<file path="src/rtl/m_cycle_cpu.sv">
// Multi-cycle MIPS-subset core: one instruction walks FETCH/DECODE/EXEC/MEM/WB.
// A single memory port serves both fetches and data accesses with a req/ready handshake.
module m_cycle_cpu #(
    parameter logic [31:0] RESET_PC        = 32'h0000_0000,
    parameter bit          HALT_ON_ILLEGAL = 1'b1
) (
    input  logic        clock,
    input  logic        reset,
    output logic        mem_req,
    output logic        mem_we,
    output logic [31:0] mem_addr,
    output logic [31:0] mem_wdata,
    input  logic [31:0] mem_rdata,
    input  logic        mem_ready,
    output logic        halt,
    output logic [31:0] pc_out
);

    typedef enum logic [2:0] {
        FETCH, DECODE, EXEC, MEM, WB, HALT
    } state_t;

    typedef enum logic [3:0] {
        OP_ADDU, OP_SUBU, OP_AND, OP_OR, OP_SLT,
        OP_ADDIU, OP_ANDI, OP_ORI, OP_LUI,
        OP_LW, OP_SW, OP_BEQ, OP_J, OP_ILL
    } op_t;

    state_t      state_q, state_d;
    logic [31:0] pc_q, pc_d;
    logic [31:0] ir_q, ir_d;
    logic [31:0] a_q, a_d;
    logic [31:0] b_q, b_d;
    logic [31:0] alu_q, alu_d;
    logic [31:0] mdr_q, mdr_d;
    logic        req_q, req_d;
    logic        we_q, we_d;
    logic [31:0] addr_q, addr_d;
    logic [31:0] wdata_q, wdata_d;
    logic        halt_q, halt_d;

    logic [31:0] rf_q [0:31];
    logic        rf_we;
    logic [4:0]  rf_waddr;
    logic [31:0] rf_wdata;

    logic [5:0]  opc;
    logic [5:0]  fn;
    logic [4:0]  rs, rt, rd, shamt;
    logic [15:0] imm;
    logic [31:0] imm_s, imm_z;
    logic [31:0] rs_val, rt_val;
    logic [31:0] alu_y, ea;
    logic [31:0] br_tgt, jmp_tgt;
    logic        is_alu;
    op_t         op;

    assign opc   = ir_q[31:26];
    assign rs    = ir_q[25:21];
    assign rt    = ir_q[20:16];
    assign rd    = ir_q[15:11];
    assign shamt = ir_q[10:6];
    assign fn    = ir_q[5:0];
    assign imm   = ir_q[15:0];
    assign imm_s = {{16{imm[15]}}, imm};
    assign imm_z = {16'h0000, imm};

    assign rs_val = (rs == 5'd0) ? 32'd0 : rf_q[rs];
    assign rt_val = (rt == 5'd0) ? 32'd0 : rf_q[rt];

    assign ea      = a_q + imm_s;
    assign br_tgt  = pc_q + {imm_s[29:0], 2'b00};
    assign jmp_tgt = {pc_q[31:28], ir_q[25:0], 2'b00};

    always_comb begin
        op = OP_ILL;
        case (opc)
            6'h00: begin
                if (shamt == 5'd0) begin
                    case (fn)
                        6'h21:   op = OP_ADDU;
                        6'h23:   op = OP_SUBU;
                        6'h24:   op = OP_AND;
                        6'h25:   op = OP_OR;
                        6'h2A:   op = OP_SLT;
                        default: op = OP_ILL;
                    endcase
                end
            end
            6'h09:   op = OP_ADDIU;
            6'h0C:   op = OP_ANDI;
            6'h0D:   op = OP_ORI;
            6'h0F:   op = OP_LUI;
            6'h23:   op = OP_LW;
            6'h2B:   op = OP_SW;
            6'h04:   op = OP_BEQ;
            6'h02:   op = OP_J;
            default: op = OP_ILL;
        endcase
    end

    always_comb begin
        alu_y = 32'd0;
        case (op)
            OP_ADDU:  alu_y = a_q + b_q;
            OP_SUBU:  alu_y = a_q - b_q;
            OP_AND:   alu_y = a_q & b_q;
            OP_OR:    alu_y = a_q | b_q;
            OP_SLT:   alu_y = {31'd0, ($signed(a_q) < $signed(b_q))};
            OP_ADDIU: alu_y = a_q + imm_s;
            OP_ANDI:  alu_y = a_q & imm_z;
            OP_ORI:   alu_y = a_q | imm_z;
            OP_LUI:   alu_y = {imm, 16'h0000};
            default:  alu_y = 32'd0;
        endcase
    end

    assign is_alu = (op == OP_ADDU) || (op == OP_SUBU) || (op == OP_AND) ||
                    (op == OP_OR)   || (op == OP_SLT)  || (op == OP_ADDIU) ||
                    (op == OP_ANDI) || (op == OP_ORI)  || (op == OP_LUI);

    always_comb begin
        state_d  = state_q;
        pc_d     = pc_q;
        ir_d     = ir_q;
        a_d      = a_q;
        b_d      = b_q;
        alu_d    = alu_q;
        mdr_d    = mdr_q;
        req_d    = req_q;
        we_d     = we_q;
        addr_d   = addr_q;
        wdata_d  = wdata_q;
        halt_d   = halt_q;
        rf_we    = 1'b0;
        rf_waddr = (opc == 6'h00) ? rd : rt;
        rf_wdata = (op == OP_LW) ? mdr_q : alu_q;

        case (state_q)
            FETCH: begin
                // req_q is only low here on the first cycle after reset
                if (!req_q) begin
                    req_d  = 1'b1;
                    we_d   = 1'b0;
                    addr_d = pc_q;
                end else if (mem_ready) begin
                    ir_d    = mem_rdata;
                    pc_d    = pc_q + 32'd4;
                    req_d   = 1'b0;
                    state_d = DECODE;
                end
            end
            DECODE: begin
                a_d = rs_val;
                b_d = rt_val;
                if (op != OP_ILL) begin
                    state_d = EXEC;
                end else if (HALT_ON_ILLEGAL) begin
                    state_d = HALT;
                    halt_d  = 1'b1;
                end else begin
                    state_d = FETCH;
                    req_d   = 1'b1;
                    we_d    = 1'b0;
                    addr_d  = pc_q;
                    wdata_d = 32'd0;
                end
            end
            EXEC: begin
                if (is_alu) begin
                    alu_d   = alu_y;
                    state_d = WB;
                end else if (op == OP_LW || op == OP_SW) begin
                    alu_d = ea;
                    if (ea[1:0] != 2'b00) begin
                        state_d = HALT;
                        halt_d  = 1'b1;
                    end else begin
                        state_d = MEM;
                        req_d   = 1'b1;
                        we_d    = (op == OP_SW);
                        addr_d  = ea;
                        wdata_d = (op == OP_SW) ? b_q : 32'd0;
                    end
                end else begin
                    if (op == OP_BEQ && a_q == b_q) begin
                        pc_d = br_tgt;
                    end else if (op == OP_J) begin
                        pc_d = jmp_tgt;
                    end
                    state_d = FETCH;
                    req_d   = 1'b1;
                    we_d    = 1'b0;
                    wdata_d = 32'd0;
                    addr_d  = (op == OP_BEQ && a_q == b_q) ? br_tgt :
                              (op == OP_J) ? jmp_tgt : pc_q;
                end
            end
            MEM: begin
                if (mem_ready) begin
                    // a completed store hands straight over to the next fetch
                    if (we_q) begin
                        state_d = FETCH;
                        req_d   = 1'b1;
                        we_d    = 1'b0;
                        addr_d  = pc_q;
                        wdata_d = 32'd0;
                    end else begin
                        mdr_d   = mem_rdata;
                        req_d   = 1'b0;
                        state_d = WB;
                    end
                end
            end
            WB: begin
                rf_we   = 1'b1;
                state_d = FETCH;
                req_d   = 1'b1;
                we_d    = 1'b0;
                addr_d  = pc_q;
                wdata_d = 32'd0;
            end
            HALT: begin
                req_d  = 1'b0;
                we_d   = 1'b0;
                halt_d = 1'b1;
            end
            default: begin
                state_d = HALT;
                req_d   = 1'b0;
                halt_d  = 1'b1;
            end
        endcase
    end

    always_ff @(posedge clock or negedge reset) begin
        if (!reset) begin
            state_q <= FETCH;
            pc_q    <= RESET_PC;
            ir_q    <= 32'd0;
            a_q     <= 32'd0;
            b_q     <= 32'd0;
            alu_q   <= 32'd0;
            mdr_q   <= 32'd0;
            req_q   <= 1'b0;
            we_q    <= 1'b0;
            addr_q  <= 32'd0;
            wdata_q <= 32'd0;
            halt_q  <= 1'b0;
        end else begin
            state_q <= state_d;
            pc_q    <= pc_d;
            ir_q    <= ir_d;
            a_q     <= a_d;
            b_q     <= b_d;
            alu_q   <= alu_d;
            mdr_q   <= mdr_d;
            req_q   <= req_d;
            we_q    <= we_d;
            addr_q  <= addr_d;
            wdata_q <= wdata_d;
            halt_q  <= halt_d;
        end
    end

    always_ff @(posedge clock or negedge reset) begin
        if (!reset) begin
            for (int i = 0; i < 32; i++) begin
                rf_q[i] <= 32'd0;
            end
        end else if (rf_we && rf_waddr != 5'd0) begin
            rf_q[rf_waddr] <= rf_wdata;
        end
    end

    assign mem_req   = req_q;
    assign mem_we    = we_q;
    assign mem_addr  = addr_q;
    assign mem_wdata = wdata_q;
    assign halt      = halt_q;
    assign pc_out    = pc_q;

endmodule

</file>
<file path="config.mk">
export PLATFORM = sky130hd
export DESIGN_NAME = m_cycle_cpu
export DESIGN_NICKNAME = d
export VERILOG_FILES = /design/src/rtl/m_cycle_cpu.sv
export SDC_FILE = /design/constraint.sdc
export NUM_CORES = 2
export LEC_CHECK = 0
export BUFFER_PORTS_ARGS = -buffer_cell sky130_fd_sc_hd__buf_2
export CAP_MARGIN = 20
export CORE_MARGIN = 2
export CORE_UTILIZATION = 60
export DETAILED_ROUTE_END_ITERATION = 10
export PLACE_DENSITY = 0.77
export SLEW_MARGIN = 20
export SYNTH_ARGS = -nofsm -noshare
export SYNTH_HDL_FRONTEND = slang
export SYNTH_SLANG_ARGS = --single-unit
</file>
<file path="constraint.sdc">
create_clock -name clock -period 12.28 [get_ports clock]
set_clock_uncertainty 0.15 [all_clocks]
set_input_delay 1.842 -clock clock [delete_from_list [all_inputs] [get_ports clock]]
set_output_delay 1.842 -clock clock [all_outputs]
set_load 0.05 [all_outputs]
</file>
### Word-level counts from Yosys, hierarchy flattened

Cells that the tools add are included.

* $add $sub $neg: 5
* $lt $le $gt $ge: 5
* equality and inequality tests: 43
* mux-type cells: 69
* bitwise operators: 11
* reductions and logical operators: 37

Operators with widths (count)
* bitwise mux 1024 bit: 1
* 2-to-1 mux 32 bit: 27
* binary-select mux 32 bit (select 5 bit): 2
* case mux 32 bit (9 select lines): 1
* demux 32 bit (select 5 bit): 1
* case mux 32 bit (4 select lines): 1
* adder 32 bit: 3
* case mux 32 bit (3 select lines): 1
* case mux 32 bit (2 select lines): 1
* equality test 6 bit, second input constant: 7
* case mux 4 bit (9 select lines): 1
* adder 32 x 3 -> 32 bit, second input constant: 1
* bitwise AND 32 x 16 -> 32 bit: 1
* bitwise AND 32 bit: 1
* equality test 32 bit: 1
* < comparator 32 bit: 1
* OR 32 x 16 -> 32 bit: 1
* OR 32 bit: 1
* subtractor 32 bit: 1
* 2-to-1 mux 28 bit: 1
* equality test 6 x 4 -> 1 bit, second input constant: 4
* 2-to-1 mux 3 bit: 8
* equality test 4 bit, second input constant: 5
* != test 2 bit, second input constant: 10
* 39 further kinds: 88

* register bits after elaboration: 1286
* input bits: 35
* output and inout port bits: 99
* word-level logic and storage cells: 214

### Longest topological paths before layout

* depth in word-level cells: 15
* depth in mapped cells: 15
* gate-level depth less buffers: 13

### Worst setup path before layout

No wires, ideal clock.

* path type: register -> register
* start point: register ir_q[15]
* end point: register alu_q[30]
* setup time: 66 ps
* arrival time: 3707 ps
* data required time: 12064 ps
* path slack: 8357 ps
* stages on the path, launching flop included: 14
* buffers on the path: 1
* period minus slack after synthesis: 3923 ps
* cell sequence: dfrtp_1 -> clkbuf_1 -> inv_1 -> ha_1 -> nand4_1 -> or3_1 -> a211oi_1 -> or3b_1 -> o2bb2ai_1 -> a2111oi_0 -> nor2_1 -> or4_1 -> a41o_1 -> nand2_1

* cells in the longest elaborated chain, start to end: 3
* elaborated cells between the ends (all ways): 4
* classes of those cells: add/sub (1); mux (3)

Ends and longest elaborated chain
* start, declared: line 31 `logic [31:0] ir_q, ir_d;`
* start signal, assigned: line 253 `ir_q <= ir_d;`
* adder 32 bit *: line 71, 110
* case mux 32 bit (9 select lines) / 2-to-1 mux 32 bit (equally long branches): line 104, 173
* 2-to-1 mux 32 bit *: line 170 `if (is_alu) begin`
* end signal, assigned: line 256 `alu_q <= alu_d;`
* end, declared: line 34 `logic [31:0] alu_q, alu_d;`

Every way passes the cells marked *; elsewhere a longest branch is shown, timed or not. The select of a mux whose other input is x is not followed.
A chain may end at the register's enable or synchronous reset.

### Worst setup path in the final report

* start point: register ir_q[26]
* end point: register rf_q[406] (netlist bit)

* cells in the longest elaborated chain, start to end: 8
* elaborated cells between the ends (all ways): 22
* classes of those cells: order compare (2); eq/ne (9); mux (6); bitwise (1); reduce/logical (4)

Ends and longest elaborated chain
* zero test 6 bit: line 77, 136
* 2-to-1 mux 5 bit: line 136 `rf_waddr = (opc == 6'h00) ? rd : rt;`
* inverter 5 -> 6 bit (not written as such): line 272 `rf_q[rf_waddr] <= rf_wdata;`
* greater-or-equal comparator 6 bit (not written as such) / < comparator 6 x 1 -> 1 bit (equally long branches): line 272
* logical AND 1 bit (not written as such): line 272
* 2-to-1 mux 32 bit (not written as such): line 272
* demux 32 bit (select 5 bit): line 272
* bitwise mux 1024 bit: line 272
* end signal, assigned by index: line 272
* end, declared: line 42 `logic [31:0] rf_q [0:31];`

Several ways; a longest one is shown, not always the timed one.

==> metrics.md <==
| Metric | Value |
|---|---|
| Leak pwr | 33.1 nW |
| Status | completed |
| Worst Setup End Kind | flop |
| Fmax | 179 MHz |
| Longest Clk Path Bufs | 3 |
| Sw Pwr | 1.98 mW |
| Distinct cell type count of the synthesized netlist | 81 |
| # rows | 127 |
| Asr flop ratio synth | 100% |
| Layout cells sized above 1 | 18.7% |
| Avg Cell Area, Syn | 10.3 µm² |
| CTS root buf | clkbuf_16 |
| Clock Latency Late Sink | 0.80 ns |
| CP Class | reg2reg |
| Final-report setup violation count | 0 |
| Worst EP required | 12.82 ns |
| Worst min-delay path category | reg2reg |
| Relative slew slack | 15.7% |
| H-tree depth | 4 |
| Largest net degree at the start of global routing | 190 |
| Worst Tran Pin Value | 1.26 ns |
| Top cells by area, synth | dfrtp_1 44%, mux4_2 16%, o21ai_0 6.8% |
| Sequential Power Share | 48.8% |
| Yosys reg bits | 1286 |
| Vias/cell | 7.16 |
| Routed WL per cell | 30.3 µm |
| Post-synthesis sequential area ratio | 44.3% |
| Internal Power | 6.70 mW |
| Synthesized instance count | 7036 |
| EDFF count, synth | 0 |
| Hold Worst Slack | 0.247 ns |
| Count leader, synth | dfrtp_1 |
| Max-slew violation count | 0 |
| First-pass iteration count of the detailed router | 9 |
| Max layer used | met5 |
| GRT Residual Overflow | 0 |
| Top Ports | 134 |
| Number of global-route vias before repair | 59200 |
| Initial antenna violation count | 10 |
| Hpwl dp | 158000 µm |
| Port-buffer cells | 133 |
| Met1 Wirelength | 93200 µm |
| CTS buffer count | 140 |
| Routability cong. | 1.10 |
| Total GRT Usage | 42.0% |
| Total Wirelength | 258000 µm |
| Synthesized net count | 7248 |
| Synthesized cell area | 0.0726 mm² |
| Clock period minus worst slack | 5.58 ns |
| Post-route setup TNS | 0 ns |
| Starting density of the core | 60.5% |
| Clock transition at path regs | 0.06 ns |
| Post-route ant nets | 0 |
| RSZ-0062 raised after global routing | no |
| Final hold viol count | 0 |
| Placed instance area | 0.0744 mm² |
| Startpoint Class | flop |
| Chip height | 352 µm |
| Post-cts hold buffer count | 0 |
| Share of the synthesized area in the top cell type | 44.3% |
| Die W | 352 µm |
| Most instantiated cells after synthesis | 1286 x dfrtp_1, 1072 x nand2_1, 989 x o21ai_0 |
| Post-cts resize count | 0 |
| Power Density | 110 mW/mm² |
| Main synth FF type | dfrtp_1 |
| Synthesis-to-finish area growth | 9.01% |
| Fin nets | 7013 |
| Routed met3 length | 36600 µm |
| Setup bufs post-CTS | 0 |
| Core Box Area | 0.120 mm² |
| Max Cap Violations | 0 |
| First-pass GRT wire length | 382000 µm |
| CTS tree | built |
| Final period util | 45.5% |
| 1st-iter DRT viols | 9067 |
| Arrival @ worst endpoint | 6.12 ns |
| VDD IR max | 0.139 mV |
| Wire length on met2 | 111000 µm |
| Combinational share of power | 1.2% |
| DRC violations left | 0 |
| Via count | 61000 |
| Clk pwr share | 50.0% |
| Crit-path max FO | 45 |
| Full die area | 0.124 mm² |
| Synth area leader | dfrtp_1 |
| Final instance area | 0.0791 mm² |
| Clock sink total | 1286 |
| Sw Share | 22.8% |
| Synth warnings | 0 |
## logic make-up (layout without fill, tap and decap cells)
family                     count (synthesis)  after routing  share of synthesized area [%]
DFF                                     1286           1286                           44.3
buffers and inverters                    777            651                           4.09
other                                      0              3                              0
adders and majority gates                177            177                           3.09
muxes                                    836            836                           20.9
xor gates and xnor gates                  77             77                          0.929
AOI/OAI and AO/OA                       1992           1992                           15.7
and+or+nand+nor                         1891           1891                           10.9
## layout make-up
class,instances,area (µm²)
clock inverters,54,704
multi-input cells,4973,37900
clock buffers,197,3960
fillers,9002,40800
diodes,3,7.51
inverters,128,480
well taps,1612,2020
flip-flops and latches,1286,32200
repair buffers,272,1830
## critical path, stage by stage, from the launching register on
cell and delay, ns:
dfrtp_1 0.35, buf_4 0.26, nor2_1 0.22, nand3b_1 0.80, mux2i_1 1.07, nand4_1 0.52, nor2b_4 1.09, buf_4 0.63
nor2_1 0.13, a21oi_1 0.18
## registers in the layout, indices dropped and copies added, names as in the netlist
name	count
a_q	32
alu_q	32
b_q	32
halt	1
ir_q	32
mdr_q	32
mem_addr	32
mem_req	1
mem_wdata	32
mem_we	1
pc_out	32
rf_q	1024
state_q	3
## worst paths after layout
check,startpoint,cells after the start,slack [ns],to
max reg2reg,ir_q[26],9,6.70,rf_q[406]
min,rf_q[995],0,0.25,rf_q[995]
max,ir_q[26],9,6.70,rf_q[406]
min in group asynchronous,reset,1,0.93,pc_out[28]
min reg2reg,rf_q[995],0,0.25,rf_q[995]
max in group asynchronous,reset,4,8.45,rf_q[363]
## metal layers
layer | up-vias | global-route usage [%]
met4 | 16 | 24.7
met5 | - | 0
met2 | 4594 | 60.1
li1 | 25100 | -
met3 | 1102 | 14.1
met1 | 30200 | 56.0
## power by group through the flow
stage / Clock [mW] / Combinational (mW) / Sequential, mW
2_1_floorplan: 0 / 0.000493 / 4.32
3_3_place_gp: 0 / 0.105 / 4.31
3_5_place_dp: 0 / 0.106 / 4.31
4_1_cts: 4.33 / 0.106 / 4.24
5_1_grt: 4.51 / 0.120 / 4.23
6_report: 4.33 / 0.104 / 4.24
## layout by cell type, fill, tap and decap left out, types with 15 or more instances in the layout
master        n
dfrtp_1    1276
nand2_1    1051
o21ai_0     989
mux4_2      530
nor2_1      467
a21oi_1     459
ha_1        173
mux2_2      153
clkbuf_16   141
buf_2       133
buf_4       130
inv_1       128
mux2i_1     121
o22ai_1      89
a211oi_1     60
nand3_1      57
xnor2_1      53
nor2b_1      49
nor3_1       46
o211ai_1     44
clkbuf_1     34
a221oi_1     32
a21o_1       32
o221ai_1     31
mux2i_2      30
o32ai_1      30
a31oi_1      29
nand2b_1     29
and3_1       28
o31ai_1      26
xor2_1       24
or3_1        23
a22o_1       23
clkinv_2     23
clkbuf_8     22
nor4_1       17
nand4_1      16
o21bai_1     16
a22oi_1      16
o21a_1       15
## metrics by stage
| step | util (%) | worst slack, ns | power (mW) | std cells |
|---|---|---|---|---|
| after global placement | 62.0 | 7.39 | 4.42 | 8269 |
| after CTS | 65.9 | 7.11 | 8.68 | 8520 |
| after detailed placement | 62.0 | 7.24 | 4.42 | 8269 |
| final | 66.0 | 6.70 | 8.68 | 8525 |
| after floorplan | - | 8.36 | 4.32 | 7036 |
| after global routing | 66.0 | 6.61 | 8.87 | 8522 |
(Power assumes the default switching activity.)
